--- src/rtl/gate_sweep_sequencer_pkg.sv ---
// ============================================================================
// gate_sweep_sequencer_pkg
// ----------------------------------------------------------------------------
// Shared definitions for the gate sweep sequencer:
//   - sequencer state encoding (2-bit: IDLE=0, DRIVE=1, REPORT=2)
//   - truth-table constants for the 2-input gate family, bit index {B,A}
//   - hold-timer width and reload helper
// Revision: 1.0 - initial release
// ============================================================================
`default_nettype none

package gate_sweep_sequencer_pkg;

  typedef enum logic [1:0] {
    ST_IDLE   = 2'd0,
    ST_DRIVE  = 2'd1,
    ST_REPORT = 2'd2
  } state_e;

  // Truth tables indexed by {B,A}: bit 0 is A=0,B=0 ... bit 3 is A=1,B=1.
  localparam logic [3:0] TT_AND  = 4'b1000;
  localparam logic [3:0] TT_OR   = 4'b1110;
  localparam logic [3:0] TT_XOR  = 4'b0110;
  localparam logic [3:0] TT_NAND = 4'b0111;

  localparam int TIMER_W = 8;

  // The timer counts the remaining cycles after the current one, so a
  // window of N cycles is loaded as N-1.
  function automatic logic [TIMER_W-1:0] hold_reload(input int unsigned hold);
    return TIMER_W'(hold - 1);
  endfunction

endpackage

`default_nettype wire

--- src/rtl/gate_sweep_sequencer_hold_timer.sv ---
// ============================================================================
// hold_timer
// ----------------------------------------------------------------------------
// Down-counter with synchronous load and decrement, plus a zero flag.
// Load has priority over decrement; decrement saturates at zero.
// Ports:
//   clk_i       in   clock, rising edge
//   rst_ni      in   asynchronous active-low reset
//   load_i      in   load load_val_i on the next edge
//   load_val_i  in   value to load
//   dec_i       in   decrement on the next edge (ignored when zero)
//   zero_o      out  counter currently equals zero
// Revision: 1.0 - initial release
// ============================================================================
`default_nettype none

module hold_timer
  import gate_sweep_sequencer_pkg::*;
(
  input  logic               clk_i,
  input  logic               rst_ni,
  input  logic               load_i,
  input  logic [TIMER_W-1:0] load_val_i,
  input  logic               dec_i,
  output logic               zero_o
);

  logic [TIMER_W-1:0] count_q;
  logic [TIMER_W-1:0] count_d;

  always_comb begin
    count_d = count_q;
    if (load_i) begin
      count_d = load_val_i;
    end else if (dec_i && (count_q != '0)) begin
      count_d = count_q - TIMER_W'(1);
    end
  end

  always_ff @(posedge clk_i or negedge rst_ni) begin
    if (!rst_ni) begin
      count_q <= '0;
    end else begin
      count_q <= count_d;
    end
  end

  assign zero_o = (count_q == '0);

endmodule

`default_nettype wire

--- src/rtl/gate_sweep_sequencer.sv ---
// ============================================================================
// gate_sweep_sequencer
// ----------------------------------------------------------------------------
// Drives a 2-input combinational gate through (A,B) = 00, 10, 01, 11, holds
// each vector for HOLD_CYCLES cycles, samples the gate output X on the last
// edge of each window into TRUTH[{B,A}], then reports TRUTH == EXPECTED.
// Parameters:
//   HOLD_CYCLES  cycles per vector, legal range 1..255
//   EXPECTED     expected truth table, bit index {B,A}
// Ports:
//   clk_i    in   clock, rising edge
//   rst_ni   in   asynchronous active-low reset
//   start_i  in   begin a sweep (only looked at in IDLE)
//   x_i      in   gate-under-test output, synchronous to clk_i
//   a_o      out  gate input A
//   b_o      out  gate input B
//   busy_o   out  high while vectors are being driven
//   done_o   out  one-cycle pulse when the sweep completes
//   pass_o   out  TRUTH == EXPECTED, valid from DONE until the next start
//   truth_o  out  captured truth table, bit index {B,A}
// Revision: 1.0 - initial release
// ============================================================================
`default_nettype none

module gate_sweep_sequencer
  import gate_sweep_sequencer_pkg::*;
#(
  parameter int unsigned HOLD_CYCLES = 10,
  parameter logic [3:0]  EXPECTED    = TT_AND
) (
  input  logic       clk_i,
  input  logic       rst_ni,
  input  logic       start_i,
  input  logic       x_i,
  output logic       a_o,
  output logic       b_o,
  output logic       busy_o,
  output logic       done_o,
  output logic       pass_o,
  output logic [3:0] truth_o
);

  localparam logic [TIMER_W-1:0] RELOAD = hold_reload(HOLD_CYCLES);

  state_e     state_q, state_d;
  logic [1:0] idx_q,   idx_d;
  logic [3:0] truth_q, truth_d;
  logic       pass_q,  pass_d;

  logic       tmr_load;
  logic       tmr_dec;
  logic       tmr_zero;

  hold_timer u_hold_timer (
    .clk_i      (clk_i),
    .rst_ni     (rst_ni),
    .load_i     (tmr_load),
    .load_val_i (RELOAD),
    .dec_i      (tmr_dec),
    .zero_o     (tmr_zero)
  );

  // --------------------------------------------------------------------------
  // Next-state and datapath control
  // --------------------------------------------------------------------------
  always_comb begin
    state_d  = state_q;
    idx_d    = idx_q;
    truth_d  = truth_q;
    pass_d   = pass_q;
    tmr_load = 1'b0;
    tmr_dec  = 1'b0;

    unique case (state_q)
      ST_IDLE: begin
        if (start_i) begin
          state_d  = ST_DRIVE;
          idx_d    = 2'd0;
          truth_d  = 4'b0000;
          pass_d   = 1'b0;
          tmr_load = 1'b1;
        end
      end

      ST_DRIVE: begin
        if (!tmr_zero) begin
          tmr_dec = 1'b1;
        end else begin
          // Last cycle of this vector's window: X has settled from the
          // registered A/B, so capture it on this edge.
          truth_d[idx_q] = x_i;
          if (idx_q == 2'd3) begin
            state_d = ST_REPORT;
            // Compare against the table including the bit captured now,
            // since truth_q does not yet hold it.
            pass_d  = ({x_i, truth_q[2:0]} == EXPECTED);
          end else begin
            idx_d    = idx_q + 2'd1;
            tmr_load = 1'b1;
          end
        end
      end

      ST_REPORT: begin
        state_d = ST_IDLE;
      end

      default: begin
        state_d = ST_IDLE;
      end
    endcase
  end

  // --------------------------------------------------------------------------
  // State registers
  // --------------------------------------------------------------------------
  always_ff @(posedge clk_i or negedge rst_ni) begin
    if (!rst_ni) begin
      state_q <= ST_IDLE;
      idx_q   <= 2'd0;
      truth_q <= 4'b0000;
      pass_q  <= 1'b0;
    end else begin
      state_q <= state_d;
      idx_q   <= idx_d;
      truth_q <= truth_d;
      pass_q  <= pass_d;
    end
  end

  // --------------------------------------------------------------------------
  // Outputs: decoded from registers only, so A/B are glitch-free for the gate
  // --------------------------------------------------------------------------
  assign busy_o  = (state_q == ST_DRIVE);
  assign done_o  = (state_q == ST_REPORT);
  assign a_o     = busy_o & idx_q[0];
  assign b_o     = busy_o & idx_q[1];
  assign pass_o  = pass_q;
  assign truth_o = truth_q;

endmodule

`default_nettype wire

--- config.mk ---
export PLATFORM = sky130hd
export DESIGN_NAME = gate_sweep_sequencer
export DESIGN_NICKNAME = d
export VERILOG_FILES = /design/src/rtl/gate_sweep_sequencer_pkg.sv /design/src/rtl/gate_sweep_sequencer_hold_timer.sv /design/src/rtl/gate_sweep_sequencer.sv
export SDC_FILE = /design/constraint.sdc
export NUM_CORES = 1
export LEC_CHECK = 0
export CAP_MARGIN = 20
export CORE_ASPECT_RATIO = 0.9
export CORE_MARGIN = 4
export CORE_UTILIZATION = 40
export CTS_BUF_LIST = sky130_fd_sc_hd__clkbuf_16
export DETAILED_ROUTE_END_ITERATION = 8
export SLEW_MARGIN = 20
export SYNTH_ARGS = -nofsm -noshare
export SYNTH_HDL_FRONTEND = slang
export SYNTH_HIERARCHICAL = 1
export SYNTH_SLANG_ARGS = --single-unit
--- constraint.sdc ---
create_clock -name clk_i -period 3.5 [get_ports clk_i]
set_input_delay 0.35 -clock clk_i [delete_from_list [all_inputs] [get_ports clk_i]]
set_output_delay 0.35 -clock clk_i [all_outputs]
set_load 0.005 [all_outputs]
# == Word level (Yosys, flattened, before mapping) ==
# Index checks and enable logic that the tools add are counted.
# classes
addsub,2
n_lt_le_gt_ge,2
n_eq_ne,8
mux,26
bitwise_logic,2
reduce_logical,11
# ops
operator,n
$mux 8,2
$mux 2,6
$mux 1,9
$logic_not 8->1,1
$mux 4,2
$pmux 2 s2,2
$pmux 4 s2,1
$reduce_and 4->1,2
$reduce_bool 8->1,1
$sub 8x1->8 const B,1
$reduce_and 3->1,2
$bwmux 4,1
$eq 2x2->1 const B,2
$eq 4x4->1 const B,1
$ne 2x1->1 const B,2
$ne 2x2->1 const B,2
$pmux 1 s2,2
$reduce_bool 2->1,2
$lt 2x3->1 const B,1
$add 2x1->2 const B,1
$and 1x1->1,2
$demux 1 s2,1
$eq 2x1->1 const B,1
$ge 2x1->1 const B,1
2 further kinds,3
# totals
reg_bits,17
in_bits,4
out_inout_bits,9
wordCells,56

# == Depth between registers and ports, before layout ==
# Gate-level depths: netlist of the first run.
# logic_depth
depth_word,7
depth_mapped,10
ltp_nobuf,9

# == Modules after synthesis ==
# The synthesis of the first run kept the hierarchy.
# by_module_without_submodules
mod,n_inst,cells_each,area_each_um2,seq_area_each_um2
gate_sweep_sequencer,1,53,536.8,225.2
hold_timer,1,58,528.0,200.2

# == Worst setup path after synthesis of the first run ==
# No wires, ideal clock.
# synth_timing
path_type,register to register
start,reg u_hold_timer.count_q[0]
end,reg u_hold_timer.count_q[7]
setup_ns,0.126
arrival_ns,2.481
t_required_ns,3.374
slack_ns,0.893
stages_incl_launch_ff,10
n_path_buf,0
synth_period_minus_slack_ns,2.607
cell_sequence,dfrtp_1 -> inv_1 -> ha_1 -> or3b_2 -> nor2_1 -> and4bb_4 -> or2_4 -> clkinv_1 -> o311a_1 -> a221o_1
# synth_between
word_cells_on_any_way,11
classes_between,add/sub: 1; mux: 6; reduce/logical: 4
# synth_lines
element,line,source
"start, declared",gate_sweep_sequencer_hold_timer.sv:28,logic [TIMER_W-1:0] count_q;
"start signal, assigned",gate_sweep_sequencer_hold_timer.sv:44,count_q <= count_d;
$logic_not 8->1 *,gate_sweep_sequencer_hold_timer.sv:48,assign zero_o = (count_q == '0);
named net tmr_zero,gate_sweep_sequencer.sv:52,logic tmr_zero;
$mux 1 *,gate_sweep_sequencer.sv:86,if (!tmr_zero) begin
$pmux 1 s2 *,gate_sweep_sequencer.sv:74,unique case (state_q)
named net tmr_load,gate_sweep_sequencer.sv:50,logic tmr_load;
$mux 8 or $reduce_bool 2->1 (tied branches),-,
# The timed path passes the listed nets; every way through them passes the cells marked *. The select of a mux whose other input is x is not followed.
# A chain may end at the register's enable or synchronous reset.

# == Final worst setup path of the first run ==
# Same ends and word-level chain as after synthesis.

==> results.md, run 1 <==
| Parameter | Reported | Unit |
|---|---|---|
| Number of DRC violations after detailed routing | 0 | - |
| Time the worst path needs with I/O delays and setup | 3.14 | ns |
| Cell at the slowest stage of the critical path | or3b_2 | - |
| Count of final setup violators | 0 | - |
| PostCTS Resize Cnt | 0 | - |
| Clock power share | 0.237 | - |
| Number of global-route vias before repair | 822 | - |
| Top-level I/O count | 13 | - |
| Portion of total power attributed to sequential cells | 0.348 | - |
| Aggregate negative setup slack | 0 | ns |
| Most frequent cells in the layout | dfrtp_1 (17), clkdlybuf4s50_1 (12), nor2_1 (8), conb_1 (8) | - |
| Number of buffers created by CTS | 3 | - |
| Beginning of the worst register-to-register path | u_hold_timer/count_q[0] | - |
| Overflow left after global routing | 0 | - |
| Total via count in the routed design | 898 | - |
| Worst Path Max Fanout | 16 | - |
| Crit share post-route | 0.896 | - |
| Mean instance size in the synthesized netlist | 9.59 | µm² |
| Placed Cells | 153 | - |
| Fin cells | 157 | - |
| Postcts setup bufs | 0 | - |
| Startpoint class of the critical path | register | - |
| Cell-by-cell listing of the critical path | inv_1, ha_1, or3b_2, nor2_1, and4bb_4, or2_4, clkinv_1, o311a_1, a221o_1 | - |
| WL per Instance | 14.9 | µm |
| First-pass GRT wire length | 4.06 | mm |
| Root Buffer Master | clkbuf_16 | - |
| CP bufs+invs | 2 | - |
| Die Width | 62.4 | µm |
| Max-slew violation count | 0 | - |
| Layout Skew | 0.00342 | ns |
| Cell internal power dissipation | 611 | µW |
| Number of hold violations in the final report | 0 | - |
| CORE AREA | 2490 | µm² |
| Worst setup slack after placement | 0.407 | ns |
| Setup slack of the most critical reg-to-reg path | 0.36 | ns |
| Average via count per standard cell | 5.72 | - |
| Antenna violations before repair | 0 | - |
| Vert. Die Dim | 56.9 | µm |
| RSZ-0062 raised after global routing | no | - |
| Slew margin rel. | 0.467 | - |
| VDD IR max | 0.000417 | V |
| Startpoint of the lowest-slack hold path | truth_o[3] | - |
| Number of flops mapped to enable cells by yosys | 0 | - |
| Max-capacitance violation count | 0 | - |
| Weighted congestion at the end of routability-driven global placement | 0.753 | - |
| TritonCTS clock tree | yes | - |
| Layout overhead on the synthesized area | 22.2 | % |
| Critical Path AT | 3.27 | ns |
| 1st-pass router iterations | 4 | - |
| Most used flip-flop cell after synthesis | dfrtp_1 | - |
| Cell types occupying the most area after synthesis | dfrtp_1 (40%), ha_1 (7.1%), nor3_1 (2.8%), nor2_1 (2.8%), nand4_1 (2.4%) | - |
| Transition time of the tightest slew-check pin | 0.797 | ns |
| TritonCTS sink count | 17 | - |
| Hold/Removal Path Class | reg2reg | - |
| Yosys reg bits | 17 | - |
| Number of antenna repair diodes | 0 | - |
| Floorplan row count | 17 | - |
| Floorplan die area | 3550 | µm² |
| GRT Resource Usage Total | 0.143 | - |
| Leading cell type in the layout, fill and taps excluded | dfrtp_1 | - |
| Cell type contributing the most total cell area after synthesis | dfrtp_1 | - |
| Crit path max-delay family | simple AND/OR/NAND/NOR gates | - |
| Worst-Skew Late Latency | 0.25 | ns |
| Antenna violation net count after detailed routing | 0 | - |
| Unique masters post-synth | 44 | - |
| Top achievable clock speed | 319 | MHz |
| Required time reported for the critical path endpoint | 3.63 | ns |
| Async set-reset flop share out of synthesis | 1.00 | - |
| Critical setup path kind | reg2reg | - |
| Total wire length | 2.35 | mm |
| Run status | complete, no violations | - |
| Net count reported at finish | 140 | - |
| Part of the power in combinational logic | 0.415 | - |
| Count of port buffers added during placement | 12 | - |
| Worst setup slack after layout | 0.363 | ns |
| P per Cell Area | 752 | nW/µm² |
| Worst setup EP type | register | - |
| CP Launch Point | u_hold_timer/count_q[0] | - |
| Number of hold buffers added after cts | 0 | - |
| Largest incremental delay on the critical path | 0.49 | ns |
| Detailed Place HPWL | 1.68 | mm |
| Largest net degree at the start of global routing | 18 | - |
| Share of layout cells above drive strength 1 | 0.0930 | - |
| Share of Yosys cell area claimed by the top area cell type | 0.400 | - |
| Switching share of power | 0.375 | - |
| Post-Synthesis Cell Area | 1060 | µm² |
| Number of instances in the synthesized netlist | 111 | - |
| Total power consumption of the routed design | 978 | µW |
| Number of buffers between clock root and the deepest sink | 2 | - |
| Post-synthesis sequential area ratio | 0.400 | - |
| P_leak | 0.543 | nW |
| Net load switching power | 367 | µW |
| Synth warn | 6 | - |
| CTS HTree Levels | 1 | - |
| Initial Utilization | 0.428 | - |
| Number of design-rule violations left by the first detailed-router iteration | 14 | - |
| Clock-pin slew on the worst setup and hold paths | 0.05 | ns |
cells by family (layout without fill, tap and decap cells):
kind of cell             Yosys count  count (layout)  synth area share
multiplexers                       1               1           0.00940
adder cells (fa/ha/maj)            6               6            0.0705
AO/OA/AOI/OAI                     28              28             0.195
AND/OR/NAND/NOR                   47              47             0.277
buffers and inverters             10              22            0.0411
flip-flops                        17              17             0.400
other                              2               8           0.00705
final timing paths:
check	to	cells after the start
setup / recovery	u_hold_timer/count_q[7]	9
hold / removal	truth_o[3]	1
setup reg to reg	u_hold_timer/count_q[7]	9
hold reg to reg	truth_o[3]	1
max in group asynchronous	u_hold_timer/count_q[7]	1
min in group asynchronous	pass_o	1
flip-flops by register name, indices dropped and copies added, names as in the netlist:
| register | flops |
|---|---|
| state_q | 2 |
| pass_o | 1 |
| u_hold_timer/count_q | 8 |
| idx_q | 2 |
| truth_o | 4 |
final cells by class:
type / count / area [µm²]
timing repair buffer: 12 / 120
fill: 216 / 1190
multi-input combinational: 90 / 618
inverter: 6 / 22.5
tap: 28 / 35.0
clock inverter: 1 / 5.00
sequential: 17 / 425
clock buffer: 3 / 75.1
power groups by stage:
stage | logic (mW) | clock network (mW) | registers [mW]
floorplan | 0.304 | 0 | 0.316
global placement | 0.400 | 0 | 0.335
detailed placement | 0.402 | 0 | 0.339
CTS | 0.404 | 0.241 | 0.337
global route | 0.452 | 0.251 | 0.352
finish | 0.406 | 0.232 | 0.340
per-stage QoR:
stage | util | hold slack, ns | area, µm²
floorplan | - | 0.0544 | 1090
global placement | 0.491 | 0.490 | 1220
detailed placement | 0.491 | 0.510 | 1220
CTS | 0.523 | 0.522 | 1300
global route | 0.523 | 0.536 | 1300
finish | 0.523 | 0.510 | 1300
cell usage after synthesis, types with 2 or more instances:
| master | instances |
|---|---|
| nor2_1 | 8 |
| nand2_1 | 4 |
| nor3_1 | 6 |
| inv_1 | 5 |
| a221o_1 | 2 |
| or4_1 | 3 |
| o21ai_0 | 3 |
| buf_2 | 2 |
| nand4_1 | 4 |
| nand3b_1 | 2 |
| nor2b_1 | 4 |
| dfrtp_1 | 17 |
| a22o_1 | 2 |
| a31oi_1 | 3 |
| nor3b_1 | 3 |
| ha_1 | 6 |
| nand3_1 | 4 |
| conb_1 | 2 |
| o21ai_1 | 3 |
| a21oi_1 | 3 |
| o21ai_2 | 2 |
worst reg2reg max path, delay by kind of cell, from the launching register on:
kind / cells / cell delay [ns]
AO/OA/AOI/OAI: 2 / 0.48
adder cells (fa/ha/maj): 1 / 0.21
buffers and inverters: 2 / 0.39
flip-flops: 1 / 0.41
AND/OR/NAND/NOR: 4 / 1.52
layer usage:
metal / share of wire / global-route usage
met1: 0.53 / 0.200
met4: 0.014 / 0.0545
met3: 0.036 / 0.0472
met5: 0 / 0
met2: 0.42 / 0.206
Power figures use the tool's default switching activity.
==> run 2: changes to the inputs <==
--- a/config.mk
+++ b/config.mk
@@ -10,6 +10,7 @@
 export CORE_MARGIN = 4
 export CORE_UTILIZATION = 40
 export CTS_BUF_LIST = sky130_fd_sc_hd__clkbuf_16
+export CTS_CLUSTER_SIZE = 8
 export DETAILED_ROUTE_END_ITERATION = 8
 export SLEW_MARGIN = 20
 export SYNTH_ARGS = -nofsm -noshare
==> results of run 2 <==
The final DEF is identical to that of run 1; final timing and power are the same.
